[config.mk]
export PLATFORM = sky130hd
export DESIGN_NAME = vram_arbiter
export DESIGN_NICKNAME = d
export VERILOG_FILES = /design/src/rtl/vram_arbiter.sv
export SDC_FILE = /design/constraint.sdc
export NUM_CORES = 1
export LEC_CHECK = 0
export CAP_MARGIN = 20
export CORE_MARGIN = 10
export CORE_UTILIZATION = 27
export CTS_BUF_LIST = sky130_fd_sc_hd__clkbuf_16
export DETAILED_ROUTE_END_ITERATION = 7
export PLACE_DENSITY_LB_ADDON = 0.3
export SYNTH_ARGS = -nofsm -noshare
export SYNTH_HDL_FRONTEND = slang
export SYNTH_SLANG_ARGS = --single-unit
[constraint.sdc]
create_clock -name clk -period 3.84 [get_ports clk]
set_clock_uncertainty 0.05 [all_clocks]
set_input_delay 0.384 -clock clk [delete_from_list [all_inputs] [get_ports clk]]
set_output_delay 0.384 -clock clk [all_outputs]
set_load 0.005 [all_outputs]
[src/rtl/vram_arbiter.sv]
// Screen RAM arbiter: video fetch (bitmap + attribute per cell) has priority over CPU
// accesses, which are stalled through cpu_wait until their single RAM slot completes.
module vram_arbiter #(
  parameter int unsigned ADDR_W = 13,
  parameter int unsigned DATA_W = 8
) (
  input  logic              clk,
  input  logic              reset,
  input  logic              vid_req,
  input  logic [ADDR_W-1:0] vid_pix_addr,
  input  logic [ADDR_W-1:0] vid_attr_addr,
  output logic [DATA_W-1:0] vid_pix,
  output logic [DATA_W-1:0] vid_attr,
  output logic              vid_valid,
  output logic              vid_overrun,
  input  logic              cpu_req,
  input  logic              cpu_we,
  input  logic [ADDR_W-1:0] cpu_addr,
  input  logic [DATA_W-1:0] cpu_din,
  output logic [DATA_W-1:0] cpu_dout,
  output logic              cpu_ack,
  output logic              cpu_wait,
  output logic [ADDR_W-1:0] ram_addr,
  output logic              ram_we,
  output logic [DATA_W-1:0] ram_din,
  input  logic [DATA_W-1:0] ram_dout
);

  typedef enum logic [1:0] {ST_IDLE, ST_PIX, ST_ATTR} state_t;
  typedef enum logic [1:0] {TAG_NONE, TAG_PIX, TAG_ATTR, TAG_CPU} tag_t;

  state_t              state_q, state_d;
  tag_t                tag_q, tag_d;
  tag_t                tag2_q, tag2_d;
  logic                we2_q, we2_d;
  logic [ADDR_W-1:0]   attr_addr_q, attr_addr_d;
  logic [ADDR_W-1:0]   ram_addr_q, ram_addr_d;
  logic                ram_we_q, ram_we_d;
  logic [DATA_W-1:0]   ram_din_q, ram_din_d;
  logic                cpu_out_q, cpu_out_d;
  logic [DATA_W-1:0]   vid_pix_q, vid_pix_d;
  logic [DATA_W-1:0]   vid_attr_q, vid_attr_d;
  logic                vid_valid_q, vid_valid_d;
  logic                overrun_q, overrun_d;
  logic [DATA_W-1:0]   cpu_dout_q, cpu_dout_d;
  logic                cpu_ack_q, cpu_ack_d;
  logic                vid_accept;

  // Issue arbitration, fetch sequencing and return-data steering.
  always_comb begin
    state_d     = state_q;
    tag_d       = TAG_NONE;
    tag2_d      = tag_q;
    we2_d       = ram_we_q;
    attr_addr_d = attr_addr_q;
    ram_addr_d  = ram_addr_q;
    ram_we_d    = 1'b0;
    ram_din_d   = ram_din_q;
    cpu_out_d   = cpu_out_q;
    vid_pix_d   = vid_pix_q;
    vid_attr_d  = vid_attr_q;
    vid_valid_d = 1'b0;
    cpu_dout_d  = cpu_dout_q;
    cpu_ack_d   = 1'b0;
    // In ATTR the attribute slot has already been issued, so a new cell can start.
    vid_accept  = vid_req && (state_q != ST_PIX);
    overrun_d   = overrun_q || (vid_req && (state_q == ST_PIX));

    case (state_q)
      ST_IDLE: if (vid_req) state_d = ST_PIX;
      ST_PIX:  state_d = ST_ATTR;
      ST_ATTR: state_d = vid_req ? ST_PIX : ST_IDLE;
      default: state_d = ST_IDLE;
    endcase

    if (vid_accept) begin
      tag_d       = TAG_PIX;
      ram_addr_d  = vid_pix_addr;
      attr_addr_d = vid_attr_addr;
    end else if (state_q == ST_PIX) begin
      tag_d      = TAG_ATTR;
      ram_addr_d = attr_addr_q;
    end else if (cpu_req && !cpu_out_q) begin
      tag_d      = TAG_CPU;
      ram_addr_d = cpu_addr;
      ram_we_d   = cpu_we;
      ram_din_d  = cpu_din;
      cpu_out_d  = 1'b1;
    end

    // ram_dout now belongs to the access tagged two edges ago.
    case (tag2_q)
      TAG_PIX:  vid_pix_d = ram_dout;
      TAG_ATTR: begin
        vid_attr_d  = ram_dout;
        vid_valid_d = 1'b1;
      end
      TAG_CPU: begin
        if (!we2_q) cpu_dout_d = ram_dout;
        cpu_ack_d = 1'b1;
        cpu_out_d = 1'b0;
      end
      default: ;
    endcase
  end

  always_ff @(posedge clk) begin
    if (reset) begin
      state_q     <= ST_IDLE;
      tag_q       <= TAG_NONE;
      tag2_q      <= TAG_NONE;
      we2_q       <= 1'b0;
      attr_addr_q <= '0;
      ram_addr_q  <= '0;
      ram_we_q    <= 1'b0;
      ram_din_q   <= '0;
      cpu_out_q   <= 1'b0;
      vid_pix_q   <= '0;
      vid_attr_q  <= '0;
      vid_valid_q <= 1'b0;
      overrun_q   <= 1'b0;
      cpu_dout_q  <= '0;
      cpu_ack_q   <= 1'b0;
    end else begin
      state_q     <= state_d;
      tag_q       <= tag_d;
      tag2_q      <= tag2_d;
      we2_q       <= we2_d;
      attr_addr_q <= attr_addr_d;
      ram_addr_q  <= ram_addr_d;
      ram_we_q    <= ram_we_d;
      ram_din_q   <= ram_din_d;
      cpu_out_q   <= cpu_out_d;
      vid_pix_q   <= vid_pix_d;
      vid_attr_q  <= vid_attr_d;
      vid_valid_q <= vid_valid_d;
      overrun_q   <= overrun_d;
      cpu_dout_q  <= cpu_dout_d;
      cpu_ack_q   <= cpu_ack_d;
    end
  end

  assign vid_pix     = vid_pix_q;
  assign vid_attr    = vid_attr_q;
  assign vid_valid   = vid_valid_q;
  assign vid_overrun = overrun_q;
  assign cpu_dout    = cpu_dout_q;
  assign cpu_ack     = cpu_ack_q;
  assign cpu_wait    = cpu_req & ~cpu_ack_q;
  assign ram_addr    = ram_addr_q;
  assign ram_we      = ram_we_q;
  assign ram_din     = ram_din_q;

endmodule

# Word-level counts from Yosys, hierarchy flattened
# Cells that the tools add are included.
[word_totals]
output_inout_bits = 50
regBits = 70
word_cells = 52
[op_classes]
n_bitwise = 6
n_reduce_logical = 12
eq_ne = 7
n_mux = 11
[op_table]
columns = ["cell", "n"]
rows = [
  ["two-way mux 13 bit", 3],
  ["== test 2 bit, second input constant", 3],
  ["two-way mux 2 bit", 3],
  ["one-hot mux 2 bit (3 select lines)", 1],
  ["inverter 1 bit", 5],
  ["== test 2 x 1 -> 1 bit, second input constant", 2],
  ["two-way mux 1 bit", 4],
  ["OR reduction 2 bit", 2],
  ["OR reduction 4 bit", 1],
  ["logical AND 1 bit", 3],
  ["AND reduction 3 bit", 1],
  ["nonzero test 3 bit", 1],
  ["zero test 2 bit", 1],
  ["inequality test 2 x 1 -> 1 bit, second input constant", 1],
  ["inequality test 2 bit, second input constant", 1],
  ["AND reduction 2 bit", 1],
  ["AND 1 bit", 1],
  ["zero test 1 bit", 1],
  ["logical OR 1 bit", 1],
]

# Longest topological paths before layout
# Gate-level depths: netlist of run 1.
[logic_depth]
depth_word = 5
mapped_depth = 5
ltp_nobuf = 3

# Least setup slack after synthesis of run 1
# OpenSTA, ideal clock, no wires.
[synth_timing]
path_kind = "input -> register"
from = "input port vid_req"
to = "register ram_din_q[7], in the netlist ram_din[7]"
setup_slack_ns = 2.496
arrival_time_ns = 1.160
t_required_ns = 3.656
stages = 5
cell_sequence = "or3b_1 buf_2 buf_6 o21ai_2 a21oi_1"
[synth_between]
elab_chain_cells = 3
[synth_lines]
columns = ["element", "line", "rtl"]
rows = [
  ["from (decl)", "9", "input logic vid_req,"],
  ["logical AND 1 bit", "66", "vid_accept = vid_req && (state_q != ST_PIX);"],
  ["inverter 1 bit (no source line)", "-", ""],
  ["AND reduction 3 bit (no source line)", "-", ""],
  ["to (signal assigned)", "132", "ram_din_q <= ram_din_d;"],
  ["to (decl)", "39", "logic [DATA_W-1:0] ram_din_q, ram_din_d;"],
]
# No other way between the ends.
# A chain may end at the register's enable or synchronous reset.

# Worst setup path in the final report of run 1
[layout_timing]
from = "register state_q[0]"
to = "register ram_addr_q[0], in the netlist ram_addr[0]"
[layout_between]
elab_chain_cells = 3
[layout_lines]
columns = ["element", "line", "rtl"]
rows = [
  ["from (decl)", "32", "state_t state_q, state_d;"],
  ["from (signal assigned)", "125", "state_q <= state_d;"],
  ["== test 2 x 1 -> 1 bit / inequality test 2 x 1 -> 1 bit (equally long branches)", "80, 66", ""],
  ["two-way mux 13 bit / logical AND 1 bit (equally long branches)", "80, 66", ""],
  ["two-way mux 13 bit / nonzero test 3 bit (equally long branches)", "-", ""],
  ["to (signal assigned)", "130", "ram_addr_q <= ram_addr_d;"],
  ["to (decl)", "37", "logic [ADDR_W-1:0] ram_addr_q, ram_addr_d;"],
]
# Several ways; a longest one is shown, not always the timed one.

==> results of run 1 <==
-- routing by layer --
layer	vias to the layer above	GRT usage [%]	part of all wire, %
li1	1311	-	-
met1	1205	14.5	43
met2	77	18.2	46
met3	8	5.66	10
met4	2	3.49	0.87
met5	-	0	0.14
-- flip-flops by register name (all words and copies together) (netlist names), 8 cells and up --
register / cells
ram_addr: 13
vid_attr: 8
ram_din: 8
attr_addr_q: 13
vid_pix: 8
cpu_dout: 8
-- power by group through the flow --
stage | clock (µW) | combinational (µW) | sequential (µW)
5_1_grt | 839 | 278 | 793
6_report | 783 | 254 | 789
3_3_place_gp | 0 | 254 | 803
2_1_floorplan | 0 | 120 | 800
3_5_place_dp | 0 | 257 | 804
4_1_cts | 797 | 258 | 789
-- worst min path at each step --
stage,from,endpoint,slack [ns]
2_1_floorplan,tag2_d[0],tag2_q[0],0.36
5_1_grt,tag2_d[0],tag2_q[0],0.40
3_3_place_gp,tag2_d[0],tag2_q[0],0.37
3_5_place_dp,tag2_d[0],tag2_q[0],0.39
4_1_cts,tag2_d[0],tag2_q[0],0.39
6_report,tag2_d[0],tag2_q[0],0.38
-- metrics by stage --
step / worst slack (ns) / utilization, % / hold slack, ns / cell area, µm²
final: 1.65 / 41.3 / 0.384 / 4300
after global routing: 1.45 / 41.3 / 0.396 / 4300
after CTS: 1.64 / 41.3 / 0.395 / 4300
after detailed placement: 1.60 / 38.6 / 0.387 / 4020
after global placement: 1.66 / 38.6 / 0.375 / 4020
after floorplan: 2.50 / - / 0.364 / 2910
-- logic make-up (layout without fill, tap and decap cells) --
kind of cell | count (synthesis) | in the layout | synth area share (%)
AOI/OAI and AO/OA | 67 | 67 | 14.5
DFF | 70 | 70 | 48.2
buffers and inverters | 35 | 130 | 6.46
and+or+nand+nor | 126 | 126 | 25.4
muxes | 16 | 16 | 5.51
-- area by class of cell --
type	count	area, µm²	area share (%)
inverter	2	7.51	0.175
clock inverter	6	56.3	1.31
timing repair buffer	113	1120	25.9
tap	136	170	3.96
multi-input combinational	209	1330	30.8
clock buffer	9	225	5.24
sequential	70	1400	32.6
-- placed cells by master (no fill, tap or decap) --
| cell type | count |
|---|---|
| and3_1 | 2 |
| nand2b_1 | 3 |
| a21oi_2 | 1 |
| buf_2 | 1 |
| dfxtp_1 | 70 |
| nand2_1 | 16 |
| clkinv_2 | 2 |
| nor4_1 | 13 |
| bufinv_16 | 1 |
| nor3_1 | 17 |
| o21ai_1 | 13 |
| or3b_1 | 14 |
| nand3b_1 | 1 |
| o21a_1 | 1 |
| nor3_2 | 11 |
| nor2b_1 | 5 |
| nand3_1 | 13 |
| o311ai_0 | 2 |
| inv_1 | 3 |
| mux2i_1 | 16 |
| clkbuf_16 | 9 |
| clkdlybuf4s50_1 | 108 |
| nor2_1 | 21 |
| nor2b_4 | 1 |
| o311ai_1 | 11 |
| a21oi_1 | 31 |
| clkinv_4 | 1 |
| and2b_1 | 1 |
| nand4_1 | 8 |
| buf_4 | 4 |
| inv_2 | 1 |
| o21ai_2 | 8 |
==> run metrics, run 1 <==
status finished, final reports clean; Tmin final between 2 and 2.5 ns; num ports between 100 and 150; detailed-route wire length per cell approximately 17 µm; FP Rows 37; Worst path slowest cell nor2b_4; Crit Path Max Fanout 42; Synth Flop Type dfxtp_1; R2R Setup Slk about 1.6 ns; Hold WC Path Type reg2reg; Worst-path clk slew about 0.06 ns; GRT Total Usage roughly an eighth; power density cells approximately 420 nW/µm²; nets@finish 465; MaxCap Viol Count 0; synthesized area per cell approximately 9 µm²; post-CTS setup buffers 0; Final Hold Viols 0; CTS Hold Buffers Added 0; CP Class reg2reg; max-slew violation count 0; Hold Crit Depth 1; Post-Layout Cell Count about 550; Fillers between 1k and 1.5k; crit path capture ram_addr[0]; Leak 0.00160 µW; Psw about 430 µW; Mapped Area about 2900 µm²; largest delay contributor family on the critical path simple AND/OR/NAND/NOR gates; clock power share a little over two fifths; Pint 1400 µW; Placer Congestion between 0.7 and 0.8; Vias/cell 4.78; first-pass GRT wire length between 10000 and 15000 µm; placed wire-length estimate about 6700 µm; Final ANT Viol Nets 0; WL final between 9000 and 10000 µm; Fin Setup TNS 0 ns; cells after synthesis approximately 310; Die Y approximately 120 µm; total power between 1500 and 2000 µW; CP startpoint state_q[0]; synth top area cells dfxtp_1, mux2i_1, a21oi_1; Clock Latency Late Sink between 0.3 and 0.4 ns; synth warn 0; largest net degree at the start of global routing 57; Rel. slew slack a little over two fifths; via total after detailed routing about 2.6k; r2r worst-path depth 4; Worst EP required roughly 4.0 ns; Num CTS Buffers 9; endpoints failing setup 0; leading cell type by number of instances after synthesis dfxtp_1; DP Cell Count 530; Area Overhead vs Synth 48.0%; vias in the first global route 2647; reg2reg start state_q[0]; clock buffer depth 2; number of cells on the critical path 4; Achievable Freq 456 MHz; total gr overflow 0; DR iter-0 viols 176; Syn Nets 374; area leader, netlist dfxtp_1; asr flop ratio synth 0%; Placeable Area approximately 10000 µm²; Post-synth top cells dfxtp_1, a21oi_1, nor2_1, nor3_1; Initial Util approximately 28%; IR drop worst, VDD 178 µV; nature of the critical path startpoint flip-flop; initial antenna violation count 2; H-tree depth 3; CP arrival between 2 and 2.5 ns; TritonCTS clock tree built; post_cts resized 0; sequential element share of the synthesized area between 40% and 50%; layout cells sized above 1 about a tenth; Post-synth EDFFs 0; IO buf count between 100 and 150; register bit total from synthesis 70; crit share post-route a little under three fifths; critical path buffer and inverter count 1; slowest stage delay, CP ~0.59 ns; synth unique cells 29; post-synth top area share 48.2%; sequential power share between 40 and 50%; worst-path cell chain nor2b_4 > buf_4 > o311ai_0 > nor3_1; Root Driver clkbuf_16; measured slew at the worst slew-check pin between 0.8 and 0.9 ns; FF-to-FF End ram_addr[0]; Pre-antenna DRT Iters 4; Sink Count 70; Gate power share ~14%; die area around 15000 µm²; Ant. Diodes 0; CP Capture Type flip-flop; Sw Share 23.4%; # DRC 0; Die Wd about 120 µm; RSZ-0062 raised after global routing no
Power figures use the tool's default switching activity.
==> inputs of run 2 (changes only) <==
==> constraint.sdc (replaced) <==
create_clock -name clk -period 2.05 [get_ports clk]
set_clock_uncertainty 0.05 [all_clocks]
set_input_delay 0.205 -clock clk [delete_from_list [all_inputs] [get_ports clk]]
set_output_delay 0.205 -clock clk [all_outputs]
set_load 0.005 [all_outputs]
==> run metrics, run 2 (synthesis results as in run 1) <==
Placeable Area 10400 µm² (unchanged); measured slew at the worst slew-check pin 0.633 ns (was 0.851 ns); nets@finish 472 (was 465); Area Overhead vs Synth 51.8% (was 48.0%); CP Capture Type flip-flop (unchanged); die area 15300 µm² (unchanged); Min-Delay Endpoint ram_addr[10] (was tag2_q[0]); Fillers 1041 (was 1050); Tmin final 1.62 ns (was 2.19 ns); most frequent cells in the layout clkdlybuf4s50_1, dfxtp_1, a21oi_1, nor2_1, nor3_1 (unchanged); num ports 110 (unchanged); Crit Path Max Fanout 17 (was 42); Seq. cell area 1400 µm² (unchanged); CP Class reg2reg (unchanged); Die Y 124 µm (unchanged); Sw Share 22.9% (was 23.4%); IR drop worst, VDD 334 µV (was 178 µV); clock buffer depth 2 (unchanged); WL final 9260 µm (was 9350 µm); reg2reg start state_q[1] (was state_q[0]); DR iter-0 viols 163 (was 176); nature of the critical path startpoint flip-flop (unchanged); Root Driver clkbuf_16 (unchanged); Initial Util 27.9% (unchanged); Hold Crit Depth 4 (was 1); CP arrival 1.82 ns (was 2.37 ns); post-CTS setup buffers 0 (unchanged); Sink Count 70 (unchanged); Placer Congestion 0.779 (was 0.776); MaxCap Viol Count 0 (unchanged); H-tree depth 3 (unchanged); Pre-antenna DRT Iters 4 (unchanged); placed wire-length estimate 6700 µm (was 6740 µm); Leak 0.00164 µW (was 0.00160 µW); Hold WC Path Type in2reg (was reg2reg); TritonCTS clock tree built (unchanged); max-slew violation count 0 (unchanged); Multi-input gate area 1330 µm² (unchanged); crit share post-route 78.8% (was 57.1%); Clock Latency Late Sink 0.32 ns (about the same); Num CTS Buffers 9 (unchanged); post_cts resized 0 (unchanged); IO buf count 109 (unchanged); FP Rows 37 (unchanged); GRT Total Usage 12.0% (was 11.9%); power density cells 813 nW/µm² (was 424 nW/µm²); initial antenna violation count 0 (was 2); Die Wd 124 µm (unchanged); CTS Hold Buffers Added 0 (unchanged); r2r worst-path depth 4 (unchanged); status finished, final reports clean (unchanged); Rel. slew slack 57.7% (was 43.3%); layout cells sized above 1 11.5% (was 9.78%); FF-to-FF End attr_addr_q[11] (was ram_addr[0]); detailed-route wire length per cell 16.7 µm (was 17.2 µm); Vias/cell 4.78 (about the same); clock power share 45.2% (was 42.9%); Pint 2770 µW (was 1400 µW); Final ANT Viol Nets 0 (unchanged); hold_sp reset (was tag2_d[0]); Worst-path clk slew 0.06 ns (about the same); DP Cell Count 537 (was 530); Final Hold Viols 0 (unchanged); total gr overflow 0 (unchanged); Ant. Diodes 0 (unchanged); sequential power share 41.0% (was 43.2%); R2R Setup Slk 0.43 ns (was 1.65 ns); first-pass GRT wire length 14400 µm (about the same); # DRC 0 (unchanged); endpoints failing setup 0 (unchanged); RSZ-0062 raised after global routing no (unchanged); Worst EP required 2.25 ns (was 4.02 ns); via total after detailed routing 2646 (was 2603); Fin Setup TNS 0 ns (unchanged); most common cell after layout, fill and taps aside clkdlybuf4s50_1 (unchanged); Psw 820 µW (was 427 µW); largest net degree at the start of global routing 56 (was 57); vias in the first global route 2663 (was 2647); Achievable Freq 619 MHz (was 456 MHz); Post-Layout Cell Count 553 (was 545); Gate power share 13.8% (was 13.9%)
## run 2: layer usage
| metal | vias to the layer above | GRT usage (%) | routed length, µm |
|---|---|---|---|
| li1 | 1337 | - | - |
| met1 | 1233 | 15.0 | 4010 |
| met2 | 72 | 18.1 | 4230 |
| met3 | 4 | 5.20 | 938 |
| met4 | 0 | 3.93 | 78 |
| met5 | - | 0 | 0 |
## run 2: final cells by class
| type | count | area share [%] |
|---|---|---|
| Timing Repair Buffer | 120 | 27.1 |
| Clock inverter | 7 | 2.01 |
| Sequential cell | 70 | 31.8 |
| Inverter | 2 | 0.170 |
| Clock buffer | 9 | 5.10 |
| Tap cell | 136 | 3.86 |
| Multi-Input combinational cell | 209 | 30.0 |
## run 2: power groups by stage
stage	sequential, µW	combinational, µW	clock (µW)
floorplan	1500	225	0
global placement	1500	498	0
detailed placement	1500	502	0
CTS	1470	504	1660
global route	1480	544	1720
finish	1470	495	1620
## run 2: worst max-delay path by stage
stage                          start              end  slack, ns  cells past startpoint
after global routing      state_q[1]       ram_din[3]       0.31                      4
after floorplan            cpu_out_q       ram_din[7]       0.77                      5
after detailed placement     vid_req      ram_addr[1]       0.26                      4
final                     state_q[1]  attr_addr_q[11]       0.43                      4
after global placement       vid_req      ram_addr[1]       0.29                      4
after CTS                 state_q[1]  attr_addr_q[11]       0.43                      4
## run 2: worst max-delay path, stage by stage (launching register included)
cell,delay (ns)
dfxtp_1,0.44
nor2b_4,0.46
buf_4,0.35
o21ai_1,0.08
a21oi_1,0.16
## run 2: through the flow
| stage | total power (µW) | setup WS (ns) | util (%) | hold WS, ns | cell area (µm²) |
|---|---|---|---|---|---|
| floorplan | 1720 | 0.774 | - | 0.291 | 2910 |
| global placement | 2000 | 0.294 | 39.3 | 0.376 | 4100 |
| detailed placement | 2000 | 0.261 | 39.3 | 0.374 | 4100 |
| CTS | 3640 | 0.427 | 42.4 | 0.362 | 4410 |
| global route | 3750 | 0.314 | 42.4 | 0.399 | 4410 |
| finish | 3590 | 0.434 | 42.4 | 0.366 | 4410 |
==> inputs of run 3 (changes only) <==
==> constraint.sdc (replaced) <==
create_clock -name clk -period 1.6 [get_ports clk]
set_clock_uncertainty 0.05 [all_clocks]
set_input_delay 0.16 -clock clk [delete_from_list [all_inputs] [get_ports clk]]
set_output_delay 0.16 -clock clk [all_outputs]
set_load 0.005 [all_outputs]
==> run metrics, run 3 (synthesis results as in run 1) <==
Ant. Diodes 0 (unchanged); crit share post-route between 90% and 100%; pre-CTS worst setup slack -0.355 ns (was 0.261 ns); Pre-antenna DRT Iters 4 (unchanged); Tmin final about 1.5 ns; Placer Congestion 0.791 (was 0.779); Final Hold Viols 0 (unchanged); power density cells 1000 nW/µm² (was 813 nW/µm²); die area 15300 µm² (unchanged); num ports 110 (unchanged); CP Capture Type primary output (was flip-flop); nets@finish 478 (was 472); sequential power share 42.5% (was 41.0%); largest net degree at the start of global routing 56 (unchanged); H-tree depth 3 (unchanged); Hold Crit Depth 4 (unchanged); Initial Util 27.9% (unchanged); layout cells sized above 1 12.3% (was 11.5%); nature of the critical path startpoint input port (was flip-flop); measured slew at the worst slew-check pin 0.603 ns (was 0.633 ns); Seq. cell area 1400 µm² (unchanged); Area Overhead vs Synth 52.7% (was 51.8%); Post-Layout Cell Count 559 (was 553); IR drop worst, VDD 622 µV (was 334 µV); first-pass GRT wire length 14700 µm (was 14400 µm); most frequent cells in the layout clkdlybuf4s50_1, dfxtp_1, a21oi_1, nor2_1, nor3_1 (unchanged); Multi-input gate area 1330 µm² (unchanged); total gr overflow 0 (unchanged); Fillers 1026 (was 1041); Worst-path clk slew 0.06 ns (about the same); endpoints failing setup 0 (unchanged); vias in the first global route 2680 (was 2663); Final ANT Viol Nets 0 (unchanged); # DRC 0 (unchanged); DP Cell Count 543 (was 537); Die Wd 124 µm (unchanged); detailed-route wire length per cell 16.7 µm (about the same); GRT Total Usage 12.2% (was 12.0%); max-slew violation count 0 (unchanged); most common cell after layout, fill and taps aside clkdlybuf4s50_1 (unchanged); Vias/cell 4.76 (was 4.78); Leak 0.00168 µW (was 0.00164 µW); post-CTS setup buffers 0 (unchanged); r2r worst-path depth 4 (unchanged); FP Rows 37 (unchanged); Hold WC Path Type in2reg (unchanged); RSZ-0062 raised after global routing no (unchanged); initial antenna violation count 1 (was 0); final worst slack 0.109 ns (was 0.434 ns); WL final 9330 µm (was 9260 µm); IO buf count 109 (unchanged); Pint 3390 µW (was 2770 µW); final core occ 42.6% (was 42.4%); CP arrival 1.28 ns (was 1.82 ns); DR iter-0 viols 127 (was 163); clock buffer depth 2 (unchanged); Psw 1050 µW (was 820 µW); placed wire-length estimate 6760 µm (was 6700 µm); Num CTS Buffers 9 (unchanged); clock power share 42.8% (was 45.2%); Sink Count 70 (unchanged); Sw Share 23.7% (was 22.9%); Clock Latency Late Sink 0.32 ns (about the same); Rel. slew slack 59.8% (was 57.7%); via total after detailed routing 2661 (was 2646); total power 4440 µW (was 3590 µW); Root Driver clkbuf_16 (unchanged); Achievable Freq around 670 MHz; CP Class in2out (was reg2reg); Crit Path Max Fanout 3 (was 17); Placeable Area 10400 µm² (unchanged); TritonCTS clock tree built (unchanged); Worst EP required 1.39 ns (was 2.25 ns); Die Y 124 µm (unchanged); Gate power share 14.7% (was 13.8%); MaxCap Viol Count 0 (unchanged); status finished, final reports clean (unchanged)
## run 3: layer usage
| layer | global-route usage (%) | wire length, µm |
|---|---|---|
| met2 | 17.8 | 4130 |
| met4 | 4.15 | 114 |
| met3 | 5.88 | 971 |
| met5 | 0 | 0 |
| met1 | 15.3 | 4110 |
## run 3: layout make-up
cell class,instances,share of cell area [%]
clock inverter,7,1.32
multi-input combinational,209,29.8
inverter,2,0.169
tap,136,3.83
clock buffer,9,5.07
timing repair buffer,126,28.2
sequential,70,31.6
## run 3: path summary, 6_finish.rpt
| check | start | end | slack (ns) |
|---|---|---|---|
| setup reg to reg | state_q[0] | ram_addr[7] | 0.21 |
| hold / removal | reset | ram_addr[10] | 0.32 |
| setup / recovery | cpu_req | cpu_wait | 0.11 |
| hold reg to reg | tag2_d[1] | tag2_q[1] | 0.38 |
## run 3: critical path, stage by stage
cell and delay [ns]:
clkdlybuf4s50_1 0.48, nor2b_1 0.13, clkdlybuf4s50_1 0.51
## run 3: what timing repair did
action / CTS / global route
resized for setup: 1 / 0
endpoints found under the setup margin: 1 / 0
hold buffers: 0 / 0
## run 3: stage by stage
stage / hold slack (ns) / cell area, µm² / TNS (ns)
6_report: 0.316 / 4440 / 0
4_1_cts: 0.297 / 4440 / 0
5_1_grt: 0.343 / 4440 / 0
2_1_floorplan: 0.246 / 2910 / 0
3_3_place_gp: 0.375 / 4160 / -2.11
3_5_place_dp: 0.370 / 4160 / -2.48
## run 3: power groups by stage
stage          logic (µW)  registers [µW]  clock network [µW]
2_1_floorplan         289            1920                   0
3_3_place_gp          654            1920                   0
3_5_place_dp          659            1930                   0
4_1_cts               664            1890                1970
5_1_grt               716            1900                2040
6_report              655            1890                1900
